$ cat src/rtl/sram_pkg.sv
// Shared SRAM arbiter types: default widths, FSM encoding, op codes and tie-break helper.
package sram_pkg;

   localparam int unsigned SRAM_AW = 16;
   localparam int unsigned SRAM_DW = 16;

   typedef enum logic [1:0] {
      ST_IDLE   = 2'd0,
      ST_ISSUE  = 2'd1,
      ST_SETTLE = 2'd2,
      ST_WAIT   = 2'd3
   } arb_state_e;

   typedef enum logic {
      OP_WR = 1'b0,
      OP_RD = 1'b1
   } sram_op_e;

   // Returns the port to grant; on a tie the port that won the previous tie loses.
   function automatic logic rr_pick(input logic req0, input logic req1, input logic tie_last);
      if (req0 && req1) begin
         return ~tie_last;
      end
      return req1;
   endfunction

endpackage

$ cat src/rtl/sram_req_slot.sv
// One-deep pending request slot for a single arbiter port, plus that port's busy flag.
module sram_req_slot
   import sram_pkg::*;
#(
   parameter int unsigned AW = SRAM_AW,
   parameter int unsigned DW = SRAM_DW
) (
   input  logic          s_clk,
   input  logic          s_rst,
   input  logic          wr_req,
   input  logic          rd_req,
   input  logic [AW-1:0] req_addr,
   input  logic [DW-1:0] req_wdata,
   input  logic          active,
   input  logic          take,
   input  logic          done,
   output logic          pending,
   output sram_op_e      op,
   output logic [AW-1:0] addr,
   output logic [DW-1:0] wdata,
   output logic          busy
);

   logic accept_c;

   // Conflicting wr+rd pulses, a full slot or an in-flight op all drop the pulse silently.
   assign accept_c = (wr_req ^ rd_req) & ~pending & ~active;

   always_ff @(posedge s_clk) begin
      if (s_rst) begin
         pending <= 1'b0;
         op      <= OP_WR;
         addr    <= '0;
         wdata   <= '0;
         busy    <= 1'b0;
      end else begin
         if (accept_c) begin
            pending <= 1'b1;
            op      <= rd_req ? OP_RD : OP_WR;
            addr    <= req_addr;
            wdata   <= req_wdata;
         end else if (take) begin
            pending <= 1'b0;
         end
         busy <= accept_c | (busy & ~done);
      end
   end

endmodule

$ cat src/rtl/sram_port_arbiter.sv
// Two-port arbiter in front of a single-command SRAM controller.
module sram_port_arbiter
   import sram_pkg::*;
#(
   parameter int unsigned AW = SRAM_AW,
   parameter int unsigned DW = SRAM_DW
) (
   input  logic          s_clk,
   input  logic          s_rst,
   input  logic          p0_wr_req,
   input  logic          p0_rd_req,
   input  logic [AW-1:0] p0_addr,
   input  logic [DW-1:0] p0_wdata,
   output logic [DW-1:0] p0_rdata,
   output logic          p0_done,
   output logic          p0_busy,
   input  logic          p1_wr_req,
   input  logic          p1_rd_req,
   input  logic [AW-1:0] p1_addr,
   input  logic [DW-1:0] p1_wdata,
   output logic [DW-1:0] p1_rdata,
   output logic          p1_done,
   output logic          p1_busy,
   output logic          s_wr_req,
   output logic          s_rd_req,
   output logic [AW-1:0] s_addr,
   output logic [DW-1:0] s_wdata,
   input  logic [DW-1:0] s_rdata,
   input  logic          s_valid,
   input  logic          s_busy
);

   arb_state_e    state_q, nxt_state;
   logic          gnt_q, nxt_gnt;
   sram_op_e      op_q, nxt_op;
   logic          tie_last_q, nxt_tie_last;
   logic          pick_c;

   logic          nxt_s_wr_req, nxt_s_rd_req;
   logic [AW-1:0] nxt_s_addr;
   logic [DW-1:0] nxt_s_wdata;
   logic          nxt_p0_done, nxt_p1_done;
   logic [DW-1:0] nxt_p0_rdata, nxt_p1_rdata;

   logic          slot0_pending, slot1_pending;
   sram_op_e      slot0_op, slot1_op;
   logic [AW-1:0] slot0_addr, slot1_addr;
   logic [DW-1:0] slot0_wdata, slot1_wdata;

   logic          active0_c, active1_c, take0_c, take1_c;

   assign active0_c = (state_q != ST_IDLE) && !gnt_q;
   assign active1_c = (state_q != ST_IDLE) &&  gnt_q;
   assign take0_c   = (state_q == ST_ISSUE) && !gnt_q;
   assign take1_c   = (state_q == ST_ISSUE) &&  gnt_q;

   sram_req_slot #(.AW(AW), .DW(DW)) u_slot0 (
      .s_clk     (s_clk),
      .s_rst     (s_rst),
      .wr_req    (p0_wr_req),
      .rd_req    (p0_rd_req),
      .req_addr  (p0_addr),
      .req_wdata (p0_wdata),
      .active    (active0_c),
      .take      (take0_c),
      .done      (p0_done),
      .pending   (slot0_pending),
      .op        (slot0_op),
      .addr      (slot0_addr),
      .wdata     (slot0_wdata),
      .busy      (p0_busy)
   );

   sram_req_slot #(.AW(AW), .DW(DW)) u_slot1 (
      .s_clk     (s_clk),
      .s_rst     (s_rst),
      .wr_req    (p1_wr_req),
      .rd_req    (p1_rd_req),
      .req_addr  (p1_addr),
      .req_wdata (p1_wdata),
      .active    (active1_c),
      .take      (take1_c),
      .done      (p1_done),
      .pending   (slot1_pending),
      .op        (slot1_op),
      .addr      (slot1_addr),
      .wdata     (slot1_wdata),
      .busy      (p1_busy)
   );

   // State and registered outputs; reset abandons any in-flight command without a done.
   always_ff @(posedge s_clk) begin
      if (s_rst) begin
         state_q    <= ST_IDLE;
         gnt_q      <= 1'b0;
         op_q       <= OP_WR;
         tie_last_q <= 1'b1;
         s_wr_req   <= 1'b0;
         s_rd_req   <= 1'b0;
         s_addr     <= '0;
         s_wdata    <= '0;
         p0_done    <= 1'b0;
         p1_done    <= 1'b0;
         p0_rdata   <= '0;
         p1_rdata   <= '0;
      end else begin
         state_q    <= nxt_state;
         gnt_q      <= nxt_gnt;
         op_q       <= nxt_op;
         tie_last_q <= nxt_tie_last;
         s_wr_req   <= nxt_s_wr_req;
         s_rd_req   <= nxt_s_rd_req;
         s_addr     <= nxt_s_addr;
         s_wdata    <= nxt_s_wdata;
         p0_done    <= nxt_p0_done;
         p1_done    <= nxt_p1_done;
         p0_rdata   <= nxt_p0_rdata;
         p1_rdata   <= nxt_p1_rdata;
      end
   end

   // Next-state and next-output logic; the command pulse is set up on the grant edge.
   always_comb begin
      nxt_state    = state_q;
      nxt_gnt      = gnt_q;
      nxt_op       = op_q;
      nxt_tie_last = tie_last_q;
      pick_c       = 1'b0;
      nxt_s_wr_req = 1'b0;
      nxt_s_rd_req = 1'b0;
      nxt_s_addr   = s_addr;
      nxt_s_wdata  = s_wdata;
      nxt_p0_done  = 1'b0;
      nxt_p1_done  = 1'b0;
      nxt_p0_rdata = p0_rdata;
      nxt_p1_rdata = p1_rdata;

      unique case (state_q)
         ST_IDLE: begin
            if (slot0_pending || slot1_pending) begin
               pick_c = rr_pick(slot0_pending, slot1_pending, tie_last_q);
               // Pointer only moves on contested grants.
               if (slot0_pending && slot1_pending) begin
                  nxt_tie_last = pick_c;
               end
               nxt_gnt      = pick_c;
               nxt_op       = pick_c ? slot1_op : slot0_op;
               nxt_s_wr_req = (nxt_op == OP_WR);
               nxt_s_rd_req = (nxt_op == OP_RD);
               nxt_s_addr   = pick_c ? slot1_addr : slot0_addr;
               nxt_s_wdata  = pick_c ? slot1_wdata : slot0_wdata;
               nxt_state    = ST_ISSUE;
            end
         end
         ST_ISSUE: begin
            nxt_state = ST_SETTLE;
         end
         ST_SETTLE: begin
            nxt_state = ST_WAIT;
         end
         ST_WAIT: begin
            if (op_q == OP_RD) begin
               if (s_valid) begin
                  if (gnt_q) begin
                     nxt_p1_rdata = s_rdata;
                     nxt_p1_done  = 1'b1;
                  end else begin
                     nxt_p0_rdata = s_rdata;
                     nxt_p0_done  = 1'b1;
                  end
                  nxt_state = ST_IDLE;
               end
            end else if (!s_busy) begin
               nxt_p0_done = !gnt_q;
               nxt_p1_done = gnt_q;
               nxt_state   = ST_IDLE;
            end
         end
         default: begin
            nxt_state = ST_IDLE;
         end
      endcase
   end

endmodule

$ cat config.mk
export PLATFORM = sky130hd
export DESIGN_NAME = sram_port_arbiter
export DESIGN_NICKNAME = d
export VERILOG_FILES = /design/src/rtl/sram_pkg.sv /design/src/rtl/sram_req_slot.sv /design/src/rtl/sram_port_arbiter.sv
export SDC_FILE = /design/constraint.sdc
export NUM_CORES = 1
export LEC_CHECK = 0
export CAP_MARGIN = 40
export CORE_ASPECT_RATIO = 1.5
export CORE_MARGIN = 4
export CORE_UTILIZATION = 44
export CTS_CLUSTER_SIZE = 12
export DETAILED_ROUTE_END_ITERATION = 10
export PLACE_DENSITY_LB_ADDON = 0.25
export REMOVE_ABC_BUFFERS = 1
export SYNTH_ARGS = -nofsm -noshare
export SYNTH_HDL_FRONTEND = slang
export SYNTH_HIERARCHICAL = 1
export SYNTH_SLANG_ARGS = --single-unit
$ cat constraint.sdc
create_clock -name s_clk -period 4.25 [get_ports s_clk]
set_input_delay 0.85 -clock s_clk [delete_from_list [all_inputs] [get_ports s_clk]]
set_output_delay 0.85 -clock s_clk [all_outputs]
set_load 0.01 [all_outputs]
==> results of run 1 <==
==> per-stage QoR <==
step	area, µm²	hold WS (ns)	util	worst slack, ns	cells
after global routing	8380	0.472	0.613	2.03	950
after global placement	7730	0.440	0.565	1.75	919
final	8380	0.451	0.613	2.08	950
after CTS	8380	0.454	0.613	2.05	950
after detailed placement	7750	0.446	0.567	1.69	920
after floorplan	5880	0.445	-	0.912	594
==> state kept, by name, summed over array words and instances, names as in the netlist, 2 cells and up <==
name	count
s_addr	16
p0_rdata	16
u_slot1/addr	16
u_slot1/wdata	16
state_q	2
s_wdata	16
u_slot0/wdata	16
p1_rdata	16
u_slot0/addr	16
==> cells by family after synthesis <==
kind of cell / Yosys count / synth area share
buffers and inverters: 47 / 0.0533
adders and majority gates: 6 / 0.0121
DFF: 143 / 0.462
AOI/OAI and AO/OA: 74 / 0.0763
and+or+nand+nor: 265 / 0.231
xor gates and xnor gates: 3 / 0.00424
muxes: 100 / 0.162
==> power groups by stage <==
stage | Sequential (W) | Combinational (W) | Clock (W)
6_report | 0.00176 | 0.00134 | 0.00158
5_1_grt | 0.00179 | 0.00145 | 0.00168
4_1_cts | 0.00176 | 0.00136 | 0.00161
3_5_place_dp | 0.00179 | 0.00135 | 0
3_3_place_gp | 0.00178 | 0.00129 | 0
2_1_floorplan | 0.00181 | 0.000738 | 0
==> worst max-delay path by stage <==
| stage | startpoint | end | slack (ns) | depth (start not counted) |
|---|---|---|---|---|
| 2_1_floorplan | state_q[0] | s_addr[10] | 0.91 | 5 |
| 6_report | s_addr[5] | s_addr[5] | 2.08 | 1 |
| 3_3_place_gp | p0_rd_req | u_slot0/wdata[14] | 1.75 | 5 |
| 5_1_grt | s_wdata[10] | s_wdata[10] | 2.03 | 1 |
| 4_1_cts | s_addr[5] | s_addr[5] | 2.05 | 1 |
| 3_5_place_dp | p0_rd_req | u_slot0/addr[0] | 1.69 | 5 |
==> cell usage in the layout (no fill, tap or decap), drive strengths merged, types with 4 or more instances in the layout <==
master	count
ha	6
bufinv	5
a211oi	32
nor2b	4
clkbuf	19
inv	4
mux2i	99
buf	8
clkinv	4
nand2	66
nor3	4
nand2b	138
nor2	41
clkdlybuf4s50	156
dfxtp	143
a21oi	37
==> cell type report <==
cell class	instances	area, µm²
Clock inverter	11	190
Multi-Input combinational cell	448	3020
Clock buffer	19	433
Tap cell	162	203
Inverter	3	11.3
Sequential cell	143	2860
Timing Repair Buffer	164	1650
Fill cell	1173	5290
==> routing by layer <==
| layer | part of all wire | routed length (µm) | global-route usage |
|---|---|---|---|
| met5 | 0 | 0 | 0 |
| met4 | 0.015 | 213 | 0.0650 |
| met3 | 0.048 | 690 | 0.0439 |
| met2 | 0.51 | 7390 | 0.321 |
| met1 | 0.42 | 6120 | 0.204 |
==> results.sh, run 1 <==
export IMPL_tightestPinTransition_ns=0.753
export IMPL_synthesis_area_um2=6200
export IMPL_clockBufferDepth=2
export IMPL_power_switching_w=0.00136
export IMPL_synthTopCellsByArea="dfxtp_1 (46%), mux2i_1 (16%), nand2b_1 (14%)"
export IMPL_r2r_end="s_wdata[11]"
export IMPL_grt_total_usage=0.179
export IMPL_r2r_start="u_slot1/pending"
export IMPL_cpMaxStageDelayCell="clkdlybuf4s50_1"
export IMPL_clock_sinks=143
export IMPL_post_cts_buffers=0
export IMPL_drv_cap=0
export IMPL_required_ns=3.40
export IMPL_r2r_cells=4
export IMPL_power_density_nw_per_um2=559
export IMPL_arrival_ns=1.32
export IMPL_intPower_w=0.00332
export IMPL_cts_resized=0
export IMPL_postRouteAntennaNets=0
export IMPL_hold_viol=0
export IMPL_fin_nets=871
export IMPL_finClkSkew_ns=0.00778
export IMPL_die_h_um=153
export IMPL_wl_per_cell_um=15.2
export IMPL_hold_path_depth=2
export IMPL_dr_pass1_iters=4
export IMPL_grt_pass1_wl_um=23400
export IMPL_grt_overflow_total=0
export IMPL_postSynthCellCount=638
export IMPL_p_comb_frac=0.287
export IMPL_antenna_found_initial=0
export IMPL_grt_pass1_vias=4868
export IMPL_synth_edf_count=0
export IMPL_yosysTopAreaCell="dfxtp_1"
export IMPL_avgSynthCellArea_um2=9.72
export IMPL_cts_tree="built"
export IMPL_cts_root_buf="clkbuf_16"
export IMPL_vias=4805
export IMPL_row_count=52
export IMPL_final_min_clock_period_ns=2.17
export IMPL_clk_latency_ns=0.41
export IMPL_ios=158
export IMPL_synth_top_area_frac=0.462
export IMPL_port_buffers=157
export IMPL_clkTransAtPathRegs_ns=0.06
export IMPL_dieWidth_um=105
export IMPL_yosys_warnings=6
export IMPL_drt_wl_total_um=14400
export IMPL_grt_setup_unrepaired="no"
export IMPL_holdBufCountCts=0
export IMPL_vias_per_cell=5.06
export IMPL_min_to="p1_rdata[4]"
export IMPL_drt_iter0_markers=115
export IMPL_rrSetupSlack_ns=2.18
export IMPL_status="finished clean"
export IMPL_swShare=0.290
export IMPL_path_buf_inv=1
export IMPL_path_max_fanout=2
export IMPL_gp_congestion=0.733
export IMPL_worstHoldStart="p1_rdata[4]"
export IMPL_fin_setup_tns_ns=0
export IMPL_p_seq_frac=0.376
export IMPL_critPathTopFamily="buffers and inverters"
export IMPL_period_share=0.511
export IMPL_end_kind="output pin"
export IMPL_hp_class="reg -> reg"
export IMPL_relSlewSlack=0.497
export IMPL_ir_drop_uv=255
export IMPL_finalPower_w=0.00468
export IMPL_slew_viol_final=0
export IMPL_setup_viol=0
export IMPL_grt_max_degree=122
export IMPL_synth_most_common_cell="dfxtp_1"
export IMPL_hpwl_um=9980
export IMPL_synth_ff_type="dfxtp_1"
export IMPL_worstPathCellList="clkdlybuf4s50_1"
export IMPL_die_area_um2=16100
export IMPL_initial_core_util=0.454
export IMPL_synth_commonest_cells="dfxtp_1 (143), nand2b_1 (138), mux2i_1 (99)"
export IMPL_htreeDepth=4
export IMPL_seq_area_frac_synth=0.462
export IMPL_cts_buffers=17
export IMPL_area_growth_pct=35.1
export IMPL_drive_above_1_share=0.0622
export IMPL_path_class="reg -> out"
export IMPL_cp_start_kind="register"
export IMPL_clock_power_share=0.337
export IMPL_core_area_um2=13700
export IMPL_drc=0
export IMPL_p_leak_nw=3.04
export IMPL_synth_seq_cells=143
export IMPL_max_clock_freq_mhz=461
export IMPL_ys_types=38
export IMPL_antenna_cells=0
export IMPL_synth_async_reset_ratio=0
export IMPL_slowest_delay_ns=0.55
No activity file was read; power rests on OpenSTA's default activity.
==> inputs of run 2 (changes only) <==
- clock period: 4.25 -> 2.3 ns (I/O delays scaled with it)
==> run 2 against run 1 <==
Net effect:
- critical path depth did not move
- die area did not move
- clock power rose by 72%
- critical endpoint is now s_addr[9]
- highest routed layer unchanged
==> results.sh, run 2 (same netlist as run 1, synthesis figures left out) <==
export IMPL_grt_pass1_wl_um=24100
export IMPL_p_leak_nw=3.02
export IMPL_dp_slack_ns=0.342
export IMPL_cpMaxStageDelayCell="clkdlybuf4s50_1"
export IMPL_vias_per_cell=5.00
export IMPL_critical_path_cell_count=1
export IMPL_r2r_cells=6
export IMPL_period_share=0.785
export IMPL_antenna_cells=0
export IMPL_drt_wl_total_um=14500
export IMPL_fin_ws_ns=0.495
export IMPL_gp_congestion=0.748
export IMPL_dieWidth_um=105
export IMPL_initial_core_util=0.454
export IMPL_worstPathCellList="clkdlybuf4s50_1"
export IMPL_grt_setup_unrepaired="no"
export IMPL_clk_latency_ns=0.42
export IMPL_required_ns=1.84
export IMPL_hold_slack_ns=0.262
export IMPL_grt_overflow_total=0
export IMPL_cts_buffers=17
export IMPL_hp_class="in -> reg"
export IMPL_grt_total_usage=0.184
export IMPL_antenna_found_initial=0
export IMPL_postRouteAntennaNets=0
export IMPL_cts_tree="built"
export IMPL_clock_sinks=143
export IMPL_slowest_delay_ns=0.56
export IMPL_path_class="reg -> out"
export IMPL_nFillCells=1144
export IMPL_final_min_clock_period_ns=1.81
export IMPL_path_buf_inv=1
export IMPL_vias=4767
export IMPL_grt_pass1_vias=4934
export IMPL_relSlewSlack=0.588
export IMPL_hold_path_depth=2
export IMPL_drt_iter0_markers=157
export IMPL_power_density_nw_per_um2=1010
export IMPL_htreeDepth=4
export IMPL_dr_pass1_iters=5
export IMPL_arrival_ns=1.35
export IMPL_core_area_um2=13700
export IMPL_drive_above_1_share=0.0669
export IMPL_critPathTopFamily="buffers and inverters"
export IMPL_ir_drop_uv=508
export IMPL_grt_max_degree=130
export IMPL_drv_cap=0
export IMPL_wl_per_cell_um=15.3
export IMPL_final_cell_mix="clkdlybuf4s50_1 (156), dfxtp_1 (143), nand2b_1 (138), mux2i_1 (99), nand2_1 (66)"
export IMPL_port_buffers=157
export IMPL_max_clock_freq_mhz=554
export IMPL_hpwl_um=10000
export IMPL_fin_nets=873
export IMPL_cp_start_kind="register"
export IMPL_setup_viol=0
export IMPL_finClkSkew_ns=0.00633
export IMPL_slew_viol_final=0
export IMPL_path_max_fanout=2
export IMPL_row_count=52
export IMPL_status="finished clean"
export IMPL_holdBufCountCts=0
export IMPL_cts_root_buf="clkbuf_16"
export IMPL_die_h_um=153
export IMPL_end_kind="output pin"
export IMPL_tightestPinTransition_ns=0.618
export IMPL_post_cts_buffers=0
export IMPL_die_area_um2=16100
export IMPL_clockBufferDepth=2
export IMPL_cts_resized=0
export IMPL_drc=0
export IMPL_clkTransAtPathRegs_ns=0.06
export IMPL_final_common_cell="clkdlybuf4s50_1"
export IMPL_ios=158
export IMPL_area_growth_pct=35.3
export IMPL_hold_viol=0
==> run 2: area by class of cell <==
type                    count  area, µm²  area share
clock inverters            11        131      0.0157
well taps                 162        203      0.0242
flip-flops and latches    143       2860       0.341
clock buffers              21        460      0.0549
inverters                   3       11.3     0.00134
multi-input cells         448       3020       0.360
repair buffers            166       1700       0.203
==> run 2: layer usage <==
layer | GRT usage | part of all wire
met5 | 0 | 0
met4 | 0.0650 | 0.012
met3 | 0.0460 | 0.047
met2 | 0.336 | 0.53
met1 | 0.206 | 0.41
==> run 2: where the power goes <==
part | internal [W] | total, W | leakage, nW | switching [W]
Combinational | 0.00127 | 0.00248 | 1.58 | 0.00121
Clock | 0.00166 | 0.00271 | 0.269 | 0.00105
Sequential | 0.00295 | 0.00326 | 1.17 | 0.000304
==> run 2: final timing paths <==
kind                from         endpoint  slack, ns
max            s_addr[9]        s_addr[9]       0.49
min                s_rst     p1_rdata[12]       0.26
max reg2reg   state_q[0]  u_slot0/addr[1]       0.51
min reg2reg  p0_rdata[7]      p0_rdata[7]       0.45
==> run 2: through the flow <==
stage               setup TNS [ns]  cells  power (W)   util  area, µm²
finish                           0    954    0.00844  0.614       8390
global route                     0    954    0.00890  0.614       8390
CTS                              0    954    0.00856  0.614       8390
detailed placement               0    922    0.00582  0.571       7800
global placement                 0    922    0.00572  0.571       7800
floorplan                   -33.38    594    0.00471      -       5880
==> inputs of run 3 (changes only) <==
- clock period: 2.3 -> 1.5 ns (I/O delays scaled with it)
==> run 3 against run 2 <==
Net effect:
- the run now ends with setup timing left
- total power rose by 64%
- sequential share of layout area fell by 1.6 points
- via count rose by 4.2%
- first-iteration DRC count rose by 17%
- routed wire length rose by 15%
- core utilization rose by 3.0 points
- hold slack improved by 0.064 ns
- die area did not move
- clock skew rose by 0.0030 ns
- critical path type is now reg -> reg
- critical endpoint is now u_slot0/wdata[10]
==> results.sh, run 3 (same netlist as run 1, synthesis figures left out) <==
export IMPL_status="complete, but fails checks"
export IMPL_violations="setup timing"
export IMPL_clkTransAtPathRegs_ns=0.06
export IMPL_drv_cap=0
export IMPL_final_min_clock_period_ns=1.51
export IMPL_tightestPinTransition_ns=0.483
export IMPL_antenna_found_initial=0
export IMPL_final_seq_area_um2=2870
export IMPL_area_growth_pct=42.0
export IMPL_grt_max_degree=70
export IMPL_dp_slack_ns=-0.266
export IMPL_antenna_cells=0
export IMPL_arrival_ns=1.85
export IMPL_wl_per_cell_um=17.0
export IMPL_drive_above_1_share=0.118
export IMPL_grt_pass1_vias=5212
export IMPL_htreeDepth=4
export IMPL_place_area_um2=7980
export IMPL_end_kind="register"
export IMPL_row_count=52
export IMPL_vias=4968
export IMPL_grt_pass1_wl_um=24800
export IMPL_drt_wl_total_um=16700
export IMPL_dieWidth_um=105
export IMPL_grt_total_usage=0.191
export IMPL_period_share=1.01
export IMPL_p_leak_nw=3.56
export IMPL_dr_pass1_iters=4
export IMPL_clockBufferDepth=2
export IMPL_path_buf_inv=3
export IMPL_stdcell_count=983
export IMPL_fin_setup_tns_ns=-0.0251
export IMPL_clk_latency_ns=0.41
export IMPL_vias_per_cell=5.05
export IMPL_setup_viol=4
export IMPL_ios=158
export IMPL_slew_viol_final=0
export IMPL_cts_buffers=17
export IMPL_hp_class="in -> reg"
export IMPL_worstPathCellList="inv_2 > ha_4 > nor2_4 > nor3_4 > buf_12 > clkbuf_16 > mux2i_1"
export IMPL_cts_root_buf="clkbuf_16"
export IMPL_grt_setup_unrepaired="yes"
export IMPL_hpwl_um=10700
export IMPL_power_density_nw_per_um2=1570
export IMPL_ir_drop_uv=955
export IMPL_postRouteAntennaNets=0
export IMPL_drc=0
export IMPL_cp_start_kind="register"
export IMPL_dp_cells=939
export IMPL_final_cell_mix="dfxtp_1 (141), nand2b_1 (138), mux2i_1 (99), clkdlybuf4s50_1 (86), dlygate4sd2_1 (70)"
export IMPL_port_buffers=157
export IMPL_hold_viol=0
export IMPL_fin_ws_ns=-0.0113
export IMPL_slowest_delay_ns=0.33
export IMPL_die_area_um2=16100
export IMPL_die_h_um=153
export IMPL_required_ns=1.84
export IMPL_grt_overflow_total=0
export IMPL_multiInputGateArea_um2=3100
export IMPL_cpMaxStageDelayCell="dfxtp_2"
export IMPL_fin_nets=902
export IMPL_relSlewSlack=0.675
export IMPL_holdBufCountCts=0
export IMPL_critPathTopFamily="buffers and inverters"
export IMPL_cts_tree="built"
export IMPL_fin_area_um2=8800
export IMPL_core_area_um2=13700
export IMPL_final_common_cell="dfxtp_1"
export IMPL_nFillCells=1151
export IMPL_gp_congestion=0.772
export IMPL_max_clock_freq_mhz=662
export IMPL_finClkSkew_ns=0.00934
export IMPL_drt_iter0_markers=184
export IMPL_clock_sinks=143
export IMPL_path_class="reg -> reg"
export IMPL_path_max_fanout=8
export IMPL_initial_core_util=0.454
==> run 3: changes by cell type in the layout (fill, tap and decap cells not counted), moves of 3 or more <==
cell	delta
clkinvlp_4	-4
clkinv_2	+3
a211oi_1	-6
buf_12	+6
buf_4	+14
a21oi_2	+3
dlygate4sd2_1	+70
a21oi_1	-3
clkdlybuf4s50_1	-70
a211oi_2	+6
clkbuf_16	+4
==> run 3: area by class of cell <==
cell class	count	share of cell area
Inverter	3	0.00128
Tap cell	162	0.0230
Timing Repair Buffer	195	0.230
Clock buffer	22	0.0516
Clock inverter	10	0.0156
Multi-Input combinational cell	448	0.353
Sequential cell	143	0.325
==> run 3: worst reg2reg max path: stages, from the launching register on <==
cell	delay, ns
dfxtp_2	0.33
inv_2	0.09
ha_4	0.20
nor2_4	0.06
nor3_4	0.22
buf_12	0.16
clkbuf_16	0.19
mux2i_1	0.20
==> run 3: where the power goes <==
part / switching [W] / total [W] / internal [W]
combinational: 0.00230 / 0.00468 / 0.00238
clock: 0.00156 / 0.00422 / 0.00265
sequential: 0.000418 / 0.00495 / 0.00454
total: 0.00428 / 0.0138 / 0.00957
==> run 3: worst paths after layout <==
path / startpoint / end / slack [ns] / depth (start not counted)
setup / recovery: state_q[1] / u_slot0/wdata[10] / -0.01 / 7
hold / removal: s_rst / p1_rdata[5] / 0.33 / 2
setup reg to reg: state_q[1] / u_slot0/wdata[10] / -0.01 / 7
hold reg to reg: p0_rdata[14] / p0_rdata[14] / 0.45 / 2
==> run 3: metal layers <==
metal / GRT usage / routed length [µm] / share of wire
met3: 0.0498 / 791 / 0.047
met5: 0 / 0 / 0
met1: 0.205 / 6670 / 0.40
met4: 0.0644 / 268 / 0.016
met2: 0.360 / 8930 / 0.54
==> run 3: metrics by stage <==
stage	utilization	hold slack (ns)	total power [W]
6_report	0.644	0.325	0.0138
3_3_place_gp	0.584	0.441	0.00895
3_5_place_dp	0.584	0.447	0.00910
5_1_grt	0.644	0.341	0.0145
2_1_floorplan	-	0.365	0.00707
4_1_cts	0.628	0.311	0.0133
==> run 3: what timing repair did <==
action,4_1_cts,5_1_grt
gates resized for setup,78,21
buffers inserted,3,2
gates cloned,2,5
endpoints found under the hold margin,0,0
pin swaps,1,4
setup endpoints to repair,134,113
